<file path="config.mk">
export PLATFORM = sky130hd
export DESIGN_NAME = sprite_line_scheduler
export DESIGN_NICKNAME = d
export VERILOG_FILES = /design/src/rtl/sprite_pkg.sv /design/src/rtl/sprite_vspan_check.sv /design/src/rtl/sprite_line_scheduler.sv
export SDC_FILE = /design/constraint.sdc
export NUM_CORES = 1
export LEC_CHECK = 0
export CAP_MARGIN = 20
export CORE_UTILIZATION = 41
export DETAILED_ROUTE_END_ITERATION = 8
export DONT_BUFFER_PORTS = 1
export MAX_ROUTING_LAYER = met4
export PLACE_DENSITY = 0.55
export SETUP_SLACK_MARGIN = 0.02
export SYNTH_ARGS = -nofsm -noshare
export SYNTH_HDL_FRONTEND = slang
export SYNTH_SLANG_ARGS = --single-unit
</file>
<file path="constraint.sdc">
create_clock -name clock -period 9.3 [get_ports clock]
set_clock_uncertainty 0.1 [all_clocks]
set_input_delay 2.325 -clock clock [delete_from_list [all_inputs] [get_ports clock]]
set_output_delay 2.325 -clock clock [all_outputs]
set_load 0.01 [all_outputs]
</file>
<file path="src/rtl/sprite_pkg.sv">
// Shared definitions for the VGA sprite path: descriptor layout, coordinate width
// and the per-line scheduler state encoding.
package sprite_pkg;

  localparam int COORD_W      = 19;
  localparam int SCREEN_H_DEF = 480;
  localparam int DESC_W       = 64;
  localparam int FIELD_W      = 16;

  // Descriptor bit offsets: {X, bottom Y, width, height}
  localparam int X_LSB = 48;
  localparam int Y_LSB = 32;
  localparam int W_LSB = 16;
  localparam int H_LSB = 0;

  typedef enum logic [1:0] {
    IDLE  = 2'd0,
    SCAN  = 2'd1,
    DRAIN = 2'd2,
    DONE  = 2'd3
  } state_t;

endpackage

</file>
<file path="src/rtl/sprite_vspan_check.sv">
// Combinational vertical-overlap test of one sprite descriptor against a row
// expressed in the Y-up coordinate system (strict compares on both edges).
import sprite_pkg::*;

module sprite_vspan_check (
  input  logic [COORD_W-1:0] ty,
  input  logic [DESC_W-1:0]  desc,
  output logic               hit
);

  logic [COORD_W-1:0] y_bot;
  logic [COORD_W-1:0] y_top;
  logic               unused_x;

  // Bottom Y plus height cannot exceed 17 bits, so the 19-bit sum never wraps
  assign y_bot = COORD_W'(desc[Y_LSB +: FIELD_W]);
  assign y_top = y_bot + COORD_W'(desc[H_LSB +: FIELD_W]);

  assign hit = (desc[W_LSB +: FIELD_W] != '0) && (ty > y_bot) && (ty < y_top);

  // X belongs to the horizontal per-pixel test, not the vertical span
  assign unused_x = ^desc[X_LSB +: FIELD_W];

endmodule

</file>
<file path="src/rtl/sprite_line_scheduler.sv">
// Per-scanline sprite scheduler: walks the sprite table once per line_start and
// writes the indices of vertically overlapping sprites into the active list.
import sprite_pkg::*;

module sprite_line_scheduler #(
  parameter  int NUM_SPRITES = 8,
  parameter  int MAX_ACTIVE  = 4,
  parameter  int SCREEN_H    = SCREEN_H_DEF,
  localparam int AW = (NUM_SPRITES > 1) ? $clog2(NUM_SPRITES) : 1,
  localparam int IW = (MAX_ACTIVE > 1) ? $clog2(MAX_ACTIVE) : 1,
  localparam int CW = $clog2(MAX_ACTIVE + 1)
) (
  input  logic               clock,
  input  logic               resetn,
  input  logic               line_start,
  input  logic [COORD_W-1:0] line_y,
  output logic               tbl_rd_en,
  output logic [AW-1:0]      tbl_addr,
  input  logic [DESC_W-1:0]  tbl_data,
  output logic               act_wr_en,
  output logic [IW-1:0]      act_wr_idx,
  output logic [AW-1:0]      act_wr_data,
  output logic [CW-1:0]      act_count,
  output logic               overflow,
  output logic               busy,
  output logic               done
);

  localparam logic [AW-1:0] LAST_IDX = AW'(NUM_SPRITES - 1);
  localparam logic [CW-1:0] MAX_CNT  = CW'(MAX_ACTIVE);

  state_t             state;
  state_t             next_state;
  logic [AW-1:0]      idx;
  logic [AW-1:0]      eval_idx;
  logic [AW-1:0]      hit_idx;
  logic [COORD_W-1:0] ty;
  logic               drain_phase;
  logic               rd_valid;
  logic               hit_q;
  logic               span_hit;

  sprite_vspan_check u_vspan (
    .ty   (ty),
    .desc (tbl_data),
    .hit  (span_hit)
  );

  assign tbl_rd_en   = (state == SCAN);
  assign tbl_addr    = tbl_rd_en ? idx : '0;
  assign busy        = (state == SCAN) || (state == DRAIN);
  assign done        = (state == DONE);
  // A new line_start discards any hit still waiting to be written
  assign act_wr_en   = hit_q && (act_count < MAX_CNT) && !line_start;
  assign act_wr_idx  = IW'(act_count);
  assign act_wr_data = hit_idx;

  always_comb begin
    next_state = state;
    case (state)
      IDLE:    next_state = IDLE;
      SCAN:    if (idx == LAST_IDX) next_state = DRAIN;
      DRAIN:   if (drain_phase) next_state = DONE;
      DONE:    next_state = IDLE;
      default: next_state = IDLE;
    endcase
    if (line_start) next_state = SCAN;
  end

  always_ff @(posedge clock) begin
    if (!resetn) begin
      state       <= IDLE;
      idx         <= '0;
      eval_idx    <= '0;
      hit_idx     <= '0;
      ty          <= '0;
      drain_phase <= 1'b0;
      rd_valid    <= 1'b0;
      hit_q       <= 1'b0;
      act_count   <= '0;
      overflow    <= 1'b0;
    end else begin
      state    <= next_state;
      rd_valid <= tbl_rd_en;
      eval_idx <= idx;
      hit_q    <= rd_valid && span_hit;
      hit_idx  <= eval_idx;

      if (state == SCAN) begin
        idx <= (idx == LAST_IDX) ? '0 : idx + AW'(1);
      end
      // DRAIN lasts two cycles: evaluate the last entry, then write it
      drain_phase <= (state == DRAIN) ? ~drain_phase : 1'b0;

      if (act_wr_en) act_count <= act_count + CW'(1);
      if (hit_q && (act_count == MAX_CNT)) overflow <= 1'b1;

      if (line_start) begin
        ty          <= COORD_W'(SCREEN_H) - line_y;
        idx         <= '0;
        drain_phase <= 1'b0;
        rd_valid    <= 1'b0;
        hit_q       <= 1'b0;
        act_count   <= '0;
        overflow    <= 1'b0;
      end
    end
  end

endmodule

</file>
==> metrics.txt, run 1 <==
status=completed; post-cts resize count=0; vias in the first global route=between 2000 and 3000; Post-synth EDFFs=0; Yosys reg bits=37; Boundary Pins=102; antenna violations before repair=0; Synthesis Warnings=0; crit end category=output pin; DR vias=between 2000 and 3000; TritonCTS Buffers=5; syn_nets=between 500 and 600; total power=slightly above 400 uW; Post-CTS Setup Bufs=0; final hold violation count=0; number of H-tree levels=2; Top delay family on crit path=simple AND/OR/NAND/NOR gates; Pleak=approximately 1.6 nW; CP cell instances=nor2b_1; fin. max-slew vios=0; share of layout cells above drive strength 1=around 3.6%; first-pass GRT wire length=~12000 um; Total Routing Usage GR=between 10% and 20%; Die H=about 92 um; Post-Synthesis Cells=391; Starting Density=between 40 and 50%; CP required=about 6.9 ns; fin nets=between 500 and 600; Final WS setup=4.31 ns; gr ovfl total=0; Die ar.=between 0.008 and 0.009 sq mm; Die Wd=a little over 90 um; dpl ws=a little over 4 ns; worst hold slack=0.335 ns; CP max stage delay=between 0.2 and 0.25 ns; Core Util, Final=44.7%; setup_tns=0 ns; CP Class=input port to output pin; Mapped Area=approximately 0.0033 sq mm; Arrival @ worst endpoint=2.57 ns; Mapped Avg Cell Area=about 8.5 sq um; fmax=200 MHz; Inserted Diodes=0; Reg clk slew, reported paths=~0.070 ns; clock buffer depth=2; Post-DRT Antenna Nets=0; number of hold buffers added after cts=0; hpwl dp=approximately 5600 um; area grow syn2layout=4.64%; placed cells=between 400 and 500; post-synthesis cell type count=50; most common cell after layout, fill and taps aside=ha_1; unrepaired setup endpoints after global routing=no; vias per cell=around 5.3; CTS sink count=37; Layout Cell Area excl Fill=0.00347 sq mm; final WL=6720 um; CP max stage cell=nor2b_1; Post-DP Area=~0.0034 sq mm; # fillers=roughly 810; Hold Path Class=register to register; DRC viols=0; worst-margin pin slew=between 0.4 and 0.5 ns; buffers added on ports=0; post-route insts no fill=between 400 and 500; most frequent cells in the layout=ha_1, dfxtp_1, inv_1; Bufs and invs on worst path=0; Initial DRC Count=55; pwr dens=~120 mW/mm^2; ys async rst share=0%; DRT Pass-1 Iters=4; CORE AREA=approximately 0.0078 sq mm; Seq/Total Area, Yosys=between 20% and 30%; Max IR drop VDD=~0.000083 V; GPL Wtd Cong=0.801; Max-cap violations=0; main flop type after synthesis=dfxtp_1; CTS tree=yes; fin crit period=~5.0 ns; final period utilization=between 50% and 60%; Slew Limit Headroom=67.5%; WL/cell=13.8 um; Worst setup SP type=input port; clock root cell=clkbuf_8; Worst Path Max Fanout=27; worst skew pair latency=0.28 ns; Row Count=32; final setup fails=0; maximum number of pins on one net before global-route repair=29
-- worst reg2reg max path: stages, from the launching register on --
cell      delay (ns)
dfxtp_1         0.40
ha_1            0.28
nor2b_1         0.14
nor3_1          0.13
o21ai_0         0.14
a31o_2          0.26
a211oi_1        0.23
a211oi_1        0.08
-- Yosys cell counts, drive strengths merged (14+ instances only) --
master  count  share of area, %
dfxtp      37                22
nor2b      25               4.7
nand2      18               2.0
ha         57                22
xnor2      14               3.7
nor2       28               3.2
inv        30               3.4
mux2i      15               4.5
a21oi      23               3.5
o21ai      18               2.7
xor2       14               3.7
-- layer usage --
metal	GRT usage, %	part of all wire (%)	wire length [um]
met5	-	0	0
met2	27.8	44	2930
met3	4.31	6.1	409
met1	22.5	49	3310
met4	4.43	1.0	69
-- logic make-up after synthesis --
logic type	synth area share, %
and+or+nand+nor	22.3
AOI/OAI and AO/OA	16.1
adders and majority gates	22.1
buffers and inverters	5.21
DFF	22.3
xor gates and xnor gates	7.40
muxes	4.53
-- registers in the layout, summed over array words and instances, names as in the netlist, 2 cells and up --
name	count
state	2
idx	3
act_wr_data	3
act_count	3
eval_idx	3
ty	19
-- worst paths after layout --
path | slack [ns] | startpoint | end | cells past startpoint
worst max-delay path | 4.31 | line_start | act_wr_en | 1
worst min-delay path | 0.34 | eval_idx[2] | act_wr_data[2] | 1
worst max register to register | 7.42 | ty[1] | hit_q | 7
worst min register to register | 0.34 | eval_idx[2] | act_wr_data[2] | 1
-- final cells by class --
| class | instances | area, sq um | area share (%) |
|---|---|---|---|
| flip-flops and latches | 37 | 741 | 21.3 |
| multi-input cells | 312 | 2400 | 69.2 |
| clock buffers | 7 | 86.3 | 2.49 |
| well taps | 102 | 128 | 3.68 |
| inverters | 30 | 113 | 3.25 |
-- power breakdown --
group	internal (mW)	switching, mW	leakage, nW
Sequential	0.166	0.00736	0.303
Clock	0.0587	0.0522	0.0443
Combinational	0.0601	0.0637	1.25
Total	0.284	0.123	1.59
Note: power is estimated with default switching activity, not from simulation.
==> inputs of run 2 (changes only) <==
clock period = 4.6 ns   (was 9.3 ns; I/O delays follow)
==> run 2 against run 1 <==
Net effect:
- clock power grew to 2.6 times the previous value
- sequential share of layout area is 0.18 points lower
- design area is 0.87% higher
- non-clock buffer count stayed put
- via count is 1.4% higher
- combinational power is 100% higher
- first-iteration DRC count is 20% lower
- register-to-register slack worse by 4.7 ns
- die area stayed put
- highest routed layer unchanged
==> metrics.txt, run 2 (synthesized netlist as in run 1, its figures left out) <==
TritonCTS Buffers=5 (unchanged); CTS tree=yes; Pleak=1.61 nW (+0.89%); dpl ws=0.512 ns (-3.53 ns); fin. max-slew vios=0 (unchanged); crit end category=register; max FFs per register=19 (unchanged); Boundary Pins=102 (unchanged); Arrival @ worst endpoint=3.91 ns (+1.34 ns); Core Util, Final=45.1% (+0.39 points); gr ovfl total=0 (unchanged); fin nets=530 (unchanged); hpwl dp=5630 um (+1.1%); fmax=~260 MHz; Max IR drop VDD=0.000160 V (+93%); vias per cell=5.37 (+1.2%); clock root cell=clkbuf_8; fin crit period=between 3 and 4 ns; Starting Density=42.7% (unchanged); buffers added on ports=0 (unchanged); Post-CTS Setup Bufs=0 (unchanged); met3 Usage GRT=4.23% (-0.083 points); CP Class=input port to register; Final WS setup=0.784 ns (-3.52 ns); GPL Wtd Cong=0.821 (+2.5%); grt met1 use=23.1% (+0.53 points); Largest Register=ty; total power=892 uW (+120%); Post-DP Area=0.00338 sq mm (unchanged); Die ar.=0.00845 sq mm (unchanged); final setup fails=0 (unchanged); most common cell after layout, fill and taps aside=ha_1; Inserted Diodes=0 (unchanged); setup_tns=0 ns (unchanged); number of hold buffers added after cts=0 (unchanged); Die H=91.9 um (unchanged); antenna violations before repair=0 (unchanged); post-cts resize count=0 (unchanged); CORE AREA=0.00777 sq mm (unchanged); DRT Pass-1 Iters=4 (unchanged); Die Wd=91.9 um (unchanged); Layout Cell Area excl Fill=0.00350 sq mm (+0.87%); vias in the first global route=2505 (-1.7%); Sequential Area=741 sq um (unchanged); first-pass GRT wire length=11600 um (-0.95%); WL/cell=13.9 um (+0.79%); post-route insts no fill=489 (+0.20%); Row Count=32 (unchanged); number of H-tree levels=2 (unchanged); worst skew pair latency=0.29 ns (about the same); most frequent cells in the layout=ha_1, dfxtp_1, inv_1; placed cells=481 (unchanged); Reg clk slew, reported paths=0.07 ns (about the same); Total Routing Usage GR=17.6% (-0.040 points); Worst setup SP type=input port; final WL=6790 um (+1.0%); final hold violation count=0 (unchanged); area grow syn2layout=5.55%; Initial DRC Count=44 (-20%); status=completed; DR vias=2627 (+1.4%); Post-DRT Antenna Nets=0 (unchanged); busiest layer in global routing=met2; unrepaired setup endpoints after global routing=no; DRC viols=0 (unchanged); final period utilization=between 80 and 90%; worst-margin pin slew=0.501 ns (+0.0132 ns); share of layout cells above drive strength 1=3.88% (+0.25 points); clock buffer depth=2 (unchanged); Worst Path Max Fanout=3 (-89%); multi-input logic area=0.00240 sq mm (unchanged); Hold Path Class=register to register; maximum number of pins on one net before global-route repair=29 (unchanged); CTS sink count=37 (unchanged); CP required=4.69 ns (-2.19 ns); worst hold slack=0.336 ns (+0.000358 ns); # fillers=779 (-3.7%); Slew Limit Headroom=66.6% (-0.88 points); M2 GR Usage=27.1% (-0.68 points); Max-cap violations=0 (unchanged); pwr dens=255 mW/mm^2 (+120%)
run 2: cell types whose count changed in the layout (fill, tap and decap cells not counted):
cell / delta
bufinv_16: +1
run 2: path summary, 6_finish.rpt:
kind                                  endpoint   startpoint  slack [ns]  cells past startpoint
worst max-delay path                     hit_q  tbl_data[0]        0.78                     15
worst min-delay path            act_wr_data[1]  eval_idx[1]        0.34                      1
worst max register to register           hit_q        ty[1]        2.74                      7
worst min register to register  act_wr_data[1]  eval_idx[1]        0.34                      1
run 2: worst max-delay path, stage by stage:
cell	delay, ns
ha_1	0.22
inv_1	0.08
fa_1	0.20
nor2b_1	0.06
o31a_1	0.26
o21ai_1	0.20
nand3b_1	0.15
a311o_1	0.42
a31oi_1	0.20
ha_1	0.26
a21oi_1	0.13
nand4_1	0.13
a31oi_1	0.15
o21ai_0	0.10
a211oi_1	0.19
run 2: per-layer routing:
layer,vias up,share of wire [%],wire length (um)
li1,1382,-,-
met1,1183,50,3380
met2,55,44,2980
met3,7,5.5,374
met4,0,0.84,57
met5,-,0,0
run 2: final cells by class:
type	instances	share of cell area, %
clock inverters	1	0.858
multi-input cells	312	68.6
clock buffers	7	2.47
flip-flops and latches	37	21.2
inverters	30	3.22
well taps	102	3.65
run 2: report_power, final:
group / internal (mW) / total [mW] / switching [mW]
registers: 0.335 / 0.350 / 0.0150
logic: 0.122 / 0.252 / 0.130
clock network: 0.177 / 0.291 / 0.114
total: 0.634 / 0.892 / 0.259
==> inputs of run 3 (changes only) <==
clock period = 3.55 ns   (was 4.6 ns; I/O delays follow)
==> run 3 against run 2 <==
Net effect:
- design area rose by 2.1%
- register-to-register slack got worse by 1.1 ns
- core utilization rose by 0.93 points
- global-route usage rose by 0.055 points
- non-clock buffer count rose by 12
- first-iteration DRC count rose by 73%
- wire length rose by 2.9%
- critical path type unchanged
==> metrics.txt, run 3 (synthesized netlist as in run 1, its figures left out) <==
status=completed; antenna violations before repair=0 (unchanged); share of layout cells above drive strength 1=7.79% (+3.9 points); gr ovfl total=0 (unchanged); Worst setup SP type=input port; number of H-tree levels=2 (unchanged); Core Util, Final=46.0% (+0.93 points); DRC viols=0 (unchanged); DR vias=2698 (+2.7%); buffers added on ports=0 (unchanged); final setup fails=0 (unchanged); fin nets=542 (+2.3%); Reg clk slew, reported paths=0.07 ns (about the same); vias per cell=5.40 (+0.44%); Row Count=32 (unchanged); Die Wd=91.9 um (unchanged); Arrival @ worst endpoint=3.46 ns (-0.45 ns); maximum number of pins on one net before global-route repair=29 (unchanged); clock root cell=clkbuf_8; pwr dens=306 mW/mm^2 (+20%); clock buffer depth=2 (unchanged); WL/cell=14.0 um (+0.65%); Total Routing Usage GR=17.6% (+0.055 points); most frequent cells in the layout=ha_1, dfxtp_1, inv_1; Post-DP Area=0.00346 sq mm (+2.2%); max FFs per register=19 (unchanged); Hold Path Class=register to register; Starting Density=42.7% (unchanged); worst-margin pin slew=0.563 ns (+0.0628 ns); Initial DRC Count=76 (+73%); final period utilization=between 90% and 100%; CORE AREA=0.00777 sq mm (unchanged); fin crit period=between 3 and 4 ns; Die H=91.9 um (unchanged); first-pass GRT wire length=11800 um (+1.7%); multi-input logic area=0.00241 sq mm (+0.52%); vias in the first global route=2621 (+4.6%); Layout Cell Area excl Fill=0.00357 sq mm (+2.1%); final WL=6990 um (+2.9%); most common cell after layout, fill and taps aside=ha_1; fmax=between 200 and 300 MHz; placed cells=491 (+2.1%); fin. max-slew vios=0 (unchanged); Worst Path Max Fanout=2 (-1); CP required=3.64 ns (-1.05 ns); post-route insts no fill=500 (+2.2%); Slew Limit Headroom=62.4% (-4.1 points); Max-cap violations=0 (unchanged); # fillers=807 (+3.6%); final hold violation count=0 (unchanged); Boundary Pins=102 (unchanged); DRT Pass-1 Iters=4 (unchanged); Inserted Diodes=0 (unchanged); setup_tns=0 ns (unchanged); crit end category=register; unrepaired setup endpoints after global routing=no; hpwl dp=5780 um (+2.7%); worst skew pair latency=0.28 ns (about the same); Die ar.=0.00845 sq mm (unchanged); CTS tree=yes; Largest Register=ty; TritonCTS Buffers=5 (unchanged); Post-DRT Antenna Nets=0 (unchanged); Max IR drop VDD=0.000172 V (+7.7%); GPL Wtd Cong=0.820 (about the same); Pleak=1.65 nW (+2.6%); number of hold buffers added after cts=0 (unchanged); CTS sink count=37 (unchanged); area grow syn2layout=7.74%; CP Class=input port to register; Sequential Area=741 sq um (unchanged)
## run 3: cell count changes in the layout (fill, tap and decap cells not counted), sizes merged
cell | previous run | this run
buf | 0 | 12
bufinv | 1 | 0
## run 3: critical path: stages
cell	delay [ns]
ha_2	0.18
inv_2	0.06
fa_2	0.20
nor2b_1	0.06
o31a_1	0.31
o21ai_2	0.14
nand3b_1	0.13
a311o_1	0.31
a31oi_1	0.21
ha_1	0.28
a21oi_2	0.12
nand4_1	0.10
a31oi_1	0.14
o21ai_0	0.10
a211oi_1	0.23
## run 3: worst paths after layout
check / start / to / slack [ns] / cells past startpoint
setup reg to reg: ty[1] / hit_q / 1.67 / 7
hold reg to reg: eval_idx[2] / act_wr_data[2] / 0.34 / 1
hold / removal: eval_idx[2] / act_wr_data[2] / 0.34 / 1
setup / recovery: tbl_data[0] / hit_q / 0.17 / 15
## run 3: repair_timing
item / CTS / global route
setup endpoints to repair: 0 / 1
resized for setup: 0 / 5
setup buffers: 0 / 2
## run 3: cell type report
type,count,share of cell area (%)
Timing Repair Buffer,12,2.52
Inverter,30,3.15
Sequential cell,37,20.7
Clock buffer,7,2.42
Tap cell,102,3.57
Multi-Input combinational cell,312,67.6
## run 3: power breakdown
group / switching (mW) / total [mW] / internal, mW / leakage, nW
Combinational: 0.175 / 0.349 / 0.174 / 1.30
Sequential: 0.0195 / 0.453 / 0.434 / 0.303
Clock: 0.136 / 0.290 / 0.154 / 0.0443
Total: 0.331 / 1.09 / 0.761 / 1.65
## run 3: stage by stage
step,setup slack (ns),hold slack (ns),total power [mW]
floorplan,0.0914,0.312,0.736
global placement,-0.180,0.317,0.798
detailed placement,-0.230,0.319,0.808
CTS,0.0329,0.338,1.10
global route,0.0171,0.362,1.17
finish,0.174,0.336,1.09
## run 3: metal layers
layer  part of all wire [%]  track usage, %  vias up
met5                      0               -        -
met4                   0.90            3.91        0
met3                    5.1            3.81        6
met2                     44            28.2       44
met1                     50            22.7     1227
li1                       -               -     1421
